### src/rtl/spi_controller.sv
// spi_controller
//   SPI mode-0 initiator. Accepts one register-write request at a time over a
//   valid/ready handshake and shifts it out as a 16-bit frame, MSB first:
//   bit 15 = R/W flag, bits 14:8 = address, bits 7:0 = data.
//
// Parameters
//   CLK_DIV    : m_clk cycles per s_clk half-period (>= 2)
//   GAP_CYCLES : m_clk cycles cs stays high after a frame (>= 1)
//
// Ports
//   m_clk      in  : sole clock, rising edge
//   rst        in  : asynchronous active-high reset
//   req_valid  in  : request present
//   req_ready  out : idle and able to accept
//   req_write  in  : frame bit 15
//   req_addr   in  : frame bits 14:8
//   req_data   in  : frame bits 7:0
//   cs         out : chip select, active low
//   s_clk      out : SPI clock, idle low
//   mosi       out : serial data
//   frame_done out : one-cycle pulse when a frame completes
module spi_controller #(
  parameter int CLK_DIV    = 4,
  parameter int GAP_CYCLES = 8
) (
  input  logic       m_clk,
  input  logic       rst,
  input  logic       req_valid,
  output logic       req_ready,
  input  logic       req_write,
  input  logic [6:0] req_addr,
  input  logic [7:0] req_data,
  output logic       cs,
  output logic       s_clk,
  output logic       mosi,
  output logic       frame_done
);

  localparam int HW = $clog2(CLK_DIV) + 1;
  localparam int GW = $clog2(GAP_CYCLES) + 1;

  typedef enum logic [2:0] {
    IDLE  = 3'd0,
    SETUP = 3'd1,
    HIGH  = 3'd2,
    LOW   = 3'd3,
    GAP   = 3'd4
  } state_t;

  state_t        state;
  state_t        state_next;
  logic [HW-1:0] half_cnt;
  logic [GW-1:0] gap_cnt;
  logic [4:0]    bit_cnt;
  logic [4:0]    bit_cnt_next;
  logic [15:0]   shreg;
  logic [15:0]   shreg_next;

  logic accept;
  logic half_done;
  logic gap_done;

  logic cs_c;
  logic s_clk_c;
  logic mosi_c;
  logic frame_done_c;
  logic req_ready_c;

  assign accept    = req_valid & req_ready;
  assign half_done = (half_cnt == HW'(CLK_DIV - 1));
  assign gap_done  = (gap_cnt == GW'(GAP_CYCLES - 1));

  // State register.
  always_ff @(posedge m_clk or posedge rst) begin
    if (rst) begin
      state <= IDLE;
    end else begin
      state <= state_next;
    end
  end

  // Next-state logic: SETUP, then 16 HIGH/LOW pairs, then GAP.
  always_comb begin
    state_next = state;
    case (state)
      IDLE: begin
        if (accept) begin
          state_next = SETUP;
        end else begin
          state_next = IDLE;
        end
      end
      SETUP: begin
        if (half_done) begin
          state_next = HIGH;
        end else begin
          state_next = SETUP;
        end
      end
      HIGH: begin
        if (half_done) begin
          state_next = LOW;
        end else begin
          state_next = HIGH;
        end
      end
      LOW: begin
        if (half_done && (bit_cnt == 5'd16)) begin
          state_next = GAP;
        end else if (half_done) begin
          state_next = HIGH;
        end else begin
          state_next = LOW;
        end
      end
      GAP: begin
        if (gap_done) begin
          state_next = IDLE;
        end else begin
          state_next = GAP;
        end
      end
      default: state_next = IDLE;
    endcase
  end

  // Shift register and bit counter: load on accept, shift/count at the end of HIGH.
  always_comb begin
    shreg_next   = shreg;
    bit_cnt_next = bit_cnt;
    if (accept) begin
      shreg_next   = {req_write, req_addr, req_data};
      bit_cnt_next = 5'd0;
    end else if ((state == HIGH) && half_done) begin
      shreg_next   = {shreg[14:0], 1'b0};
      bit_cnt_next = bit_cnt + 5'd1;
    end else begin
      shreg_next   = shreg;
      bit_cnt_next = bit_cnt;
    end
  end

  // Datapath registers; the half-period counter reloads on every phase change.
  always_ff @(posedge m_clk or posedge rst) begin
    if (rst) begin
      half_cnt <= '0;
      gap_cnt  <= '0;
      bit_cnt  <= 5'd0;
      shreg    <= 16'd0;
    end else begin
      shreg   <= shreg_next;
      bit_cnt <= bit_cnt_next;
      if (state_next != state) begin
        half_cnt <= '0;
      end else if ((state == SETUP) || (state == HIGH) || (state == LOW)) begin
        half_cnt <= half_cnt + HW'(1);
      end else begin
        half_cnt <= '0;
      end
      if ((state == GAP) && (state_next == GAP)) begin
        gap_cnt <= gap_cnt + GW'(1);
      end else begin
        gap_cnt <= '0;
      end
    end
  end

  // Output decode from the upcoming state so the registered pins change on the
  // same edge as the state register.
  always_comb begin
    cs_c         = 1'b1;
    s_clk_c      = 1'b0;
    mosi_c       = 1'b0;
    frame_done_c = 1'b0;
    req_ready_c  = 1'b0;
    case (state_next)
      IDLE: begin
        req_ready_c = 1'b1;
      end
      SETUP, LOW: begin
        cs_c   = 1'b0;
        mosi_c = shreg_next[15];
      end
      HIGH: begin
        cs_c    = 1'b0;
        s_clk_c = 1'b1;
        mosi_c  = shreg_next[15];
      end
      GAP: begin
        frame_done_c = (state == LOW);
      end
      default: begin
        cs_c = 1'b1;
      end
    endcase
  end

  // Output registers; reset forces cs high and s_clk low immediately.
  always_ff @(posedge m_clk or posedge rst) begin
    if (rst) begin
      cs         <= 1'b1;
      s_clk      <= 1'b0;
      mosi       <= 1'b0;
      frame_done <= 1'b0;
      req_ready  <= 1'b0;
    end else begin
      cs         <= cs_c;
      s_clk      <= s_clk_c;
      mosi       <= mosi_c;
      frame_done <= frame_done_c;
      req_ready  <= req_ready_c;
    end
  end

endmodule

### config.mk
export PLATFORM = sky130hd
export DESIGN_NAME = spi_controller
export DESIGN_NICKNAME = d
export VERILOG_FILES = /design/src/rtl/spi_controller.sv
export SDC_FILE = /design/constraint.sdc
export NUM_CORES = 1
export LEC_CHECK = 0
export CORE_AREA = 3 3 77 64
export DETAILED_ROUTE_END_ITERATION = 6
export DIE_AREA = 0 0 80 67
export PLACE_DENSITY = 0.73
export SLEW_MARGIN = 20
export SYNTH_ARGS = -nofsm -noshare
export SYNTH_HDL_FRONTEND = slang
export SYNTH_SLANG_ARGS = --single-unit
### constraint.sdc
create_clock -name m_clk -period 1.5 [get_ports m_clk]
set_input_delay 0.3 -clock m_clk [delete_from_list [all_inputs] [get_ports m_clk]]
set_output_delay 0.3 -clock m_clk [all_outputs]
set_load 0.05 [all_outputs]
* After elaboration in Yosys (flattened, before gate mapping)
Cells that the tools add are included. W data, S select, Z words.
Word-level totals: flip-flop bits (word level) 36, word-level logic and storage cells 55, output and inout bits 5
Operators by class: reduce and logical (&&, ||, !) cells 9, mux-type cells 19, bitwise operators 1, equal/unequal tests 12, add/subtract/negate cells 3
Operator list (count):
- $mux W16 | 2
- $eq A3 B2 Y1 const B | 5
- $pmux W3 S5 | 1
- $mux W3 | 4
- $mux W5 | 2
- $mux W1 | 8
- $eq A3 B1 Y1 const B | 2
- $eq A3 B3 Y1 const B | 2
- $logic_not A3 Y1 | 2
- $add A5 B1 Y5 const B | 1
- $eq A5 B5 Y1 const B | 1
- $add A4 B1 Y4 const B | 1
- $eq A4 B3 Y1 const B | 1
- $mux W4 | 1
- $add A3 B1 Y3 const B | 1
- $logic_and A1 B1 Y1 | 3
- $ne A3 B3 Y1 | 1
- $reduce_or A3 Y1 | 1
- $logic_or A1 B1 Y1 | 2
- $mux W2 | 1
- $reduce_bool A2 Y1 | 1
- $and A1 B1 Y1 | 1

* Depth between registers and ports, before layout
word-level depth 7, depth in mapped cells 8

* Worst setup path after synthesis
Ideal clock, no wire load.
path type flip-flop to flip-flop, from reg half_cnt[0], to reg req_ready, setup slack -0.106 ns, buffers on the path 1, arrival 1.485 ns, data required time 1.380 ns, cell stages (with the launch flop) 7, cell sequence dfrtp_1 > ha_1 > ha_1 > buf_4 > and3_1 > a211o_1 > o211a_1
On the way: word-level cells in the longest chain between the ends 6
Ends and longest elaborated chain:
- start: declaration | RTL line 52 | logic [HW-1:0] half_cnt;
- start signal: assignment | RTL line 156 | half_cnt <= half_cnt + HW'(1);
- $eq A3 B2 Y1 (*) | RTL line 70 | assign half_done = (half_cnt == HW'(CLK_DIV - 1));
- $mux W1 or $logic_and A1 B1 Y1 (tied branches) | RTL line 110, 108
- $mux W3 | RTL line 108 | if (half_done && (bit_cnt == 5'd16)) begin
- $pmux W3 S5 (*) | RTL line 85 | case (state)
- $logic_not A3 Y1 (*) | RTL line 176 | case (state_next)
- $mux W1 (*) | RTL line 176
- via req_ready_c | RTL line 67 | logic req_ready_c;
- end signal: assignment | RTL line 211 | req_ready <= req_ready_c;
- end: declaration | RTL line 29 | output logic req_ready,
The timed path passes the listed nets; every way through them passes the cells marked *. A chain may end at the register's enable or synchronous reset.

* Worst setup path after layout
Ends and elaborated chain as after synthesis.

==> results.py <==
metrics = {
    "route": {
        "vias": 1327,
        "routed_wl_mm": 3.45,
        "wl_per_cell_um": 13.0,
        "dr.first_iter.drc_count": 130,
        "drc": 0,
        "viasPerCell": 5.01,
        "antenna_left": 0,
        "dr.pass1.iters": 4,
    },
    "sta": {
        "slew_headroom": 0.786,
        "holdWs_ps": 369,
        "setup_ws_ps": 33.0,
        "tightest_slew_ps": 321,
        "tns_ps": 0,
        "grt_setup_unrepaired": "true",
        "slew_violations": 0,
        "setup_viol": 0,
        "hold_viol": 0,
        "clock_skew_ps": 3.07,
        "finalCritPeriodShare": 0.978,
        "timing.fmax_ghz": 0.682,
        "period_needed_ps": 1470,
    },
    "run_status": {
        "status": "finished clean",
    },
    "placed_design": {
        "io_buffers": 23,
        "gp_congestion": 0.808,
        "dpl_cell_area_um2": 2080,
        "placedCellCount": 255,
        "hpwl_mm": 2.50,
        "pre_cts_ws_ps": -2.87,
    },
    "min_path": {
        "hold_path_class": "in -> async",
    },
    "clock_tree": {
        "cts_sinks": 36,
        "cts_tree": "built",
        "clk_pin_slew_ps": 70,
        "insertion_delay_ps": 280,
        "cts_buffers": 5,
        "cts_root_buf": "clkbuf_8",
        "ctsHtreeMaxLevel": 2,
        "cts_buffer_depth": 2,
    },
    "die": {
        "fp.dieW_um": 80,
        "start_util": 0.397,
        "core-area_um2": 4200,
        "num_rows": 21,
        "die-area_um2": 5360,
        "boundaryPins": 24,
        "die_y_um": 67,
    },
    "yosys": {
        "post-synth-top-area-cell": "dfrtp_1",
        "netlist_area_um2": 1670,
        "synthArstFlopShare": 1.00,
        "synth_area_leaders": "dfrtp_1 52%, nand2_1 8.8%, a31oi_1 5.2%, nor2_1 4.9%, ha_1 3.7%",
        "ys_ff_latch": 36,
        "synth_top_area_frac": 0.525,
        "syn_avg_cell_area_um2": 9.65,
        "ys_types": 34,
        "synth_nets": 197,
        "yosys_most_used_dff": "dfrtp_1",
        "yosysSeqAreaShare": 0.540,
        "ys_warn_count": 0,
        "syn_inst": 173,
        "synth_edf_count": 0,
    },
    "cells_and_area": {
        "fillers": 368,
        "design_area_um2": 2250,
        "area_growth_pct": 34.7,
        "num_antenna_cells": 0,
        "nets": 231,
        "final_core_util": 0.535,
        "drive_gt1_frac": 0.197,
        "fin_cells": 265,
    },
    "worst_setup_path": {
        "end_kind": "register",
        "r2r_slack_ps": 30,
        "crit_type": "reg -> reg",
        "path_max_fanout": 5,
        "cp-start-kind": "register",
        "critPathArrivalTime_ps": 1640,
        "worstPathRequired_ps": 1670,
    },
    "pwr": {
        "powerDensity_nw_per_um2": 1670,
        "total_power_mw": 3.76,
        "leakagePower_nw": 1.00,
        "irDropWorstVdd_mv": 0.862,
    },
    "global_route": {
        "grt_pass1_wl_mm": 6.12,
        "grt.total_usage": 0.148,
        "grt_pass1_vias": 1371,
        "grt_max_degree": 37,
        "antenna_found_initial": 0,
        "overflow": 0,
    },
    "run": {
        "maxCapViolCount": 0,
    },
}
worst max-delay path, stage by stage, from the launching register on:
cell and delay [ps]:
dfrtp_1 380, ha_2 190, ha_4 180, and3_4 170, a211o_1 300, o211a_1 140
cell usage after synthesis, types with 2 or more instances:
cell type  count
nand2_1       39
dfrtp_1       35
nor2_1        22
a31oi_1       14
a21oi_1        6
inv_1          6
ha_1           5
clkbuf_1       4
buf_4          3
buf_6          3
nand3_1        3
o21a_1         3
o21ai_1        3
and2_1         2
mux2i_1        2
nand4_1        2
nor3b_1        2
nor4_1         2
or3_1          2
layout by cell type, fill, tap and decap left out, types with 2 or more instances in the layout:
master	n
a31oi_1	14
o21ai_1	3
buf_4	10
clkdlybuf4s50_1	18
a21oi_2	2
nand4_1	2
clkbuf_1	2
nor4_1	2
nand2_1	35
nor3b_1	2
dfrtp_1	35
a21oi_1	4
nand2_2	3
and2_1	2
ha_1	3
clkbuf_8	6
o21a_1	3
buf_12	7
nor2_1	22
nand3_1	3
buf_6	2
inv_1	6
layer usage:
metal / global-route usage / wire length [um] / part of all wire / vias up
li1: - / - / - / 656
met1: 0.202 / 1690 / 0.49 / 646
met2: 0.230 / 1620 / 0.47 / 22
met3: 0.0324 / 114 / 0.033 / 3
met4: 0.0527 / 29 / 0.0084 / 0
met5: 0 / 0 / 0 / -
state kept, by name, indices dropped and copies added (netlist names):
register	flops
frame_done	1
state	3
s_clk	1
bit_cnt	5
cs	1
shreg	16
mosi	1
req_ready	1
half_cnt	3
gap_cnt	4
worst paths after layout:
path | start | endpoint | cells past startpoint
setup / recovery | half_cnt[0] | req_ready | 5
hold / removal | rst | shreg[10] | 3
setup reg to reg | half_cnt[0] | req_ready | 5
hold reg to reg | half_cnt[0] | half_cnt[0] | 1
max in group asynchronous | rst | cs | 3
min in group m_clk | half_cnt[0] | half_cnt[0] | 1
timing repair:
action / CTS / global route
hold buffers: 0 / 0
buffers inserted: 0 / 2
setup endpoints to repair: 15 / 23
pin swaps: 0 / 8
resized for setup: 3 / 11
where the power goes:
| group | leakage [nW] | switching [mW] | internal (mW) |
|---|---|---|---|
| Sequential | 0.444 | 0.273 | 1.35 |
| Combinational | 0.511 | 0.694 | 0.755 |
| Clock | 0.0455 | 0.318 | 0.374 |
| Total | 1.00 | 1.29 | 2.47 |
logic make-up after synthesis:
logic type | after synthesis | synth area share
adders and majority gates | 5 | 0.0375
AOI/OAI and AO/OA | 32 | 0.124
and+or+nand+nor | 80 | 0.220
muxes | 2 | 0.0120
buffers and inverters | 16 | 0.0562
xor gates and xnor gates | 2 | 0.0105
DFF | 36 | 0.540
final cells by class:
cell class                 count  area [um2]  area share
multi-input combinational    121         744       0.331
clock buffer                   8        90.1      0.0401
inverter                       6        22.5      0.0100
sequential                    36         902       0.401
tap                           57        71.3      0.0317
timing repair buffer          37         418       0.186
Power figures use the tool's default switching activity.
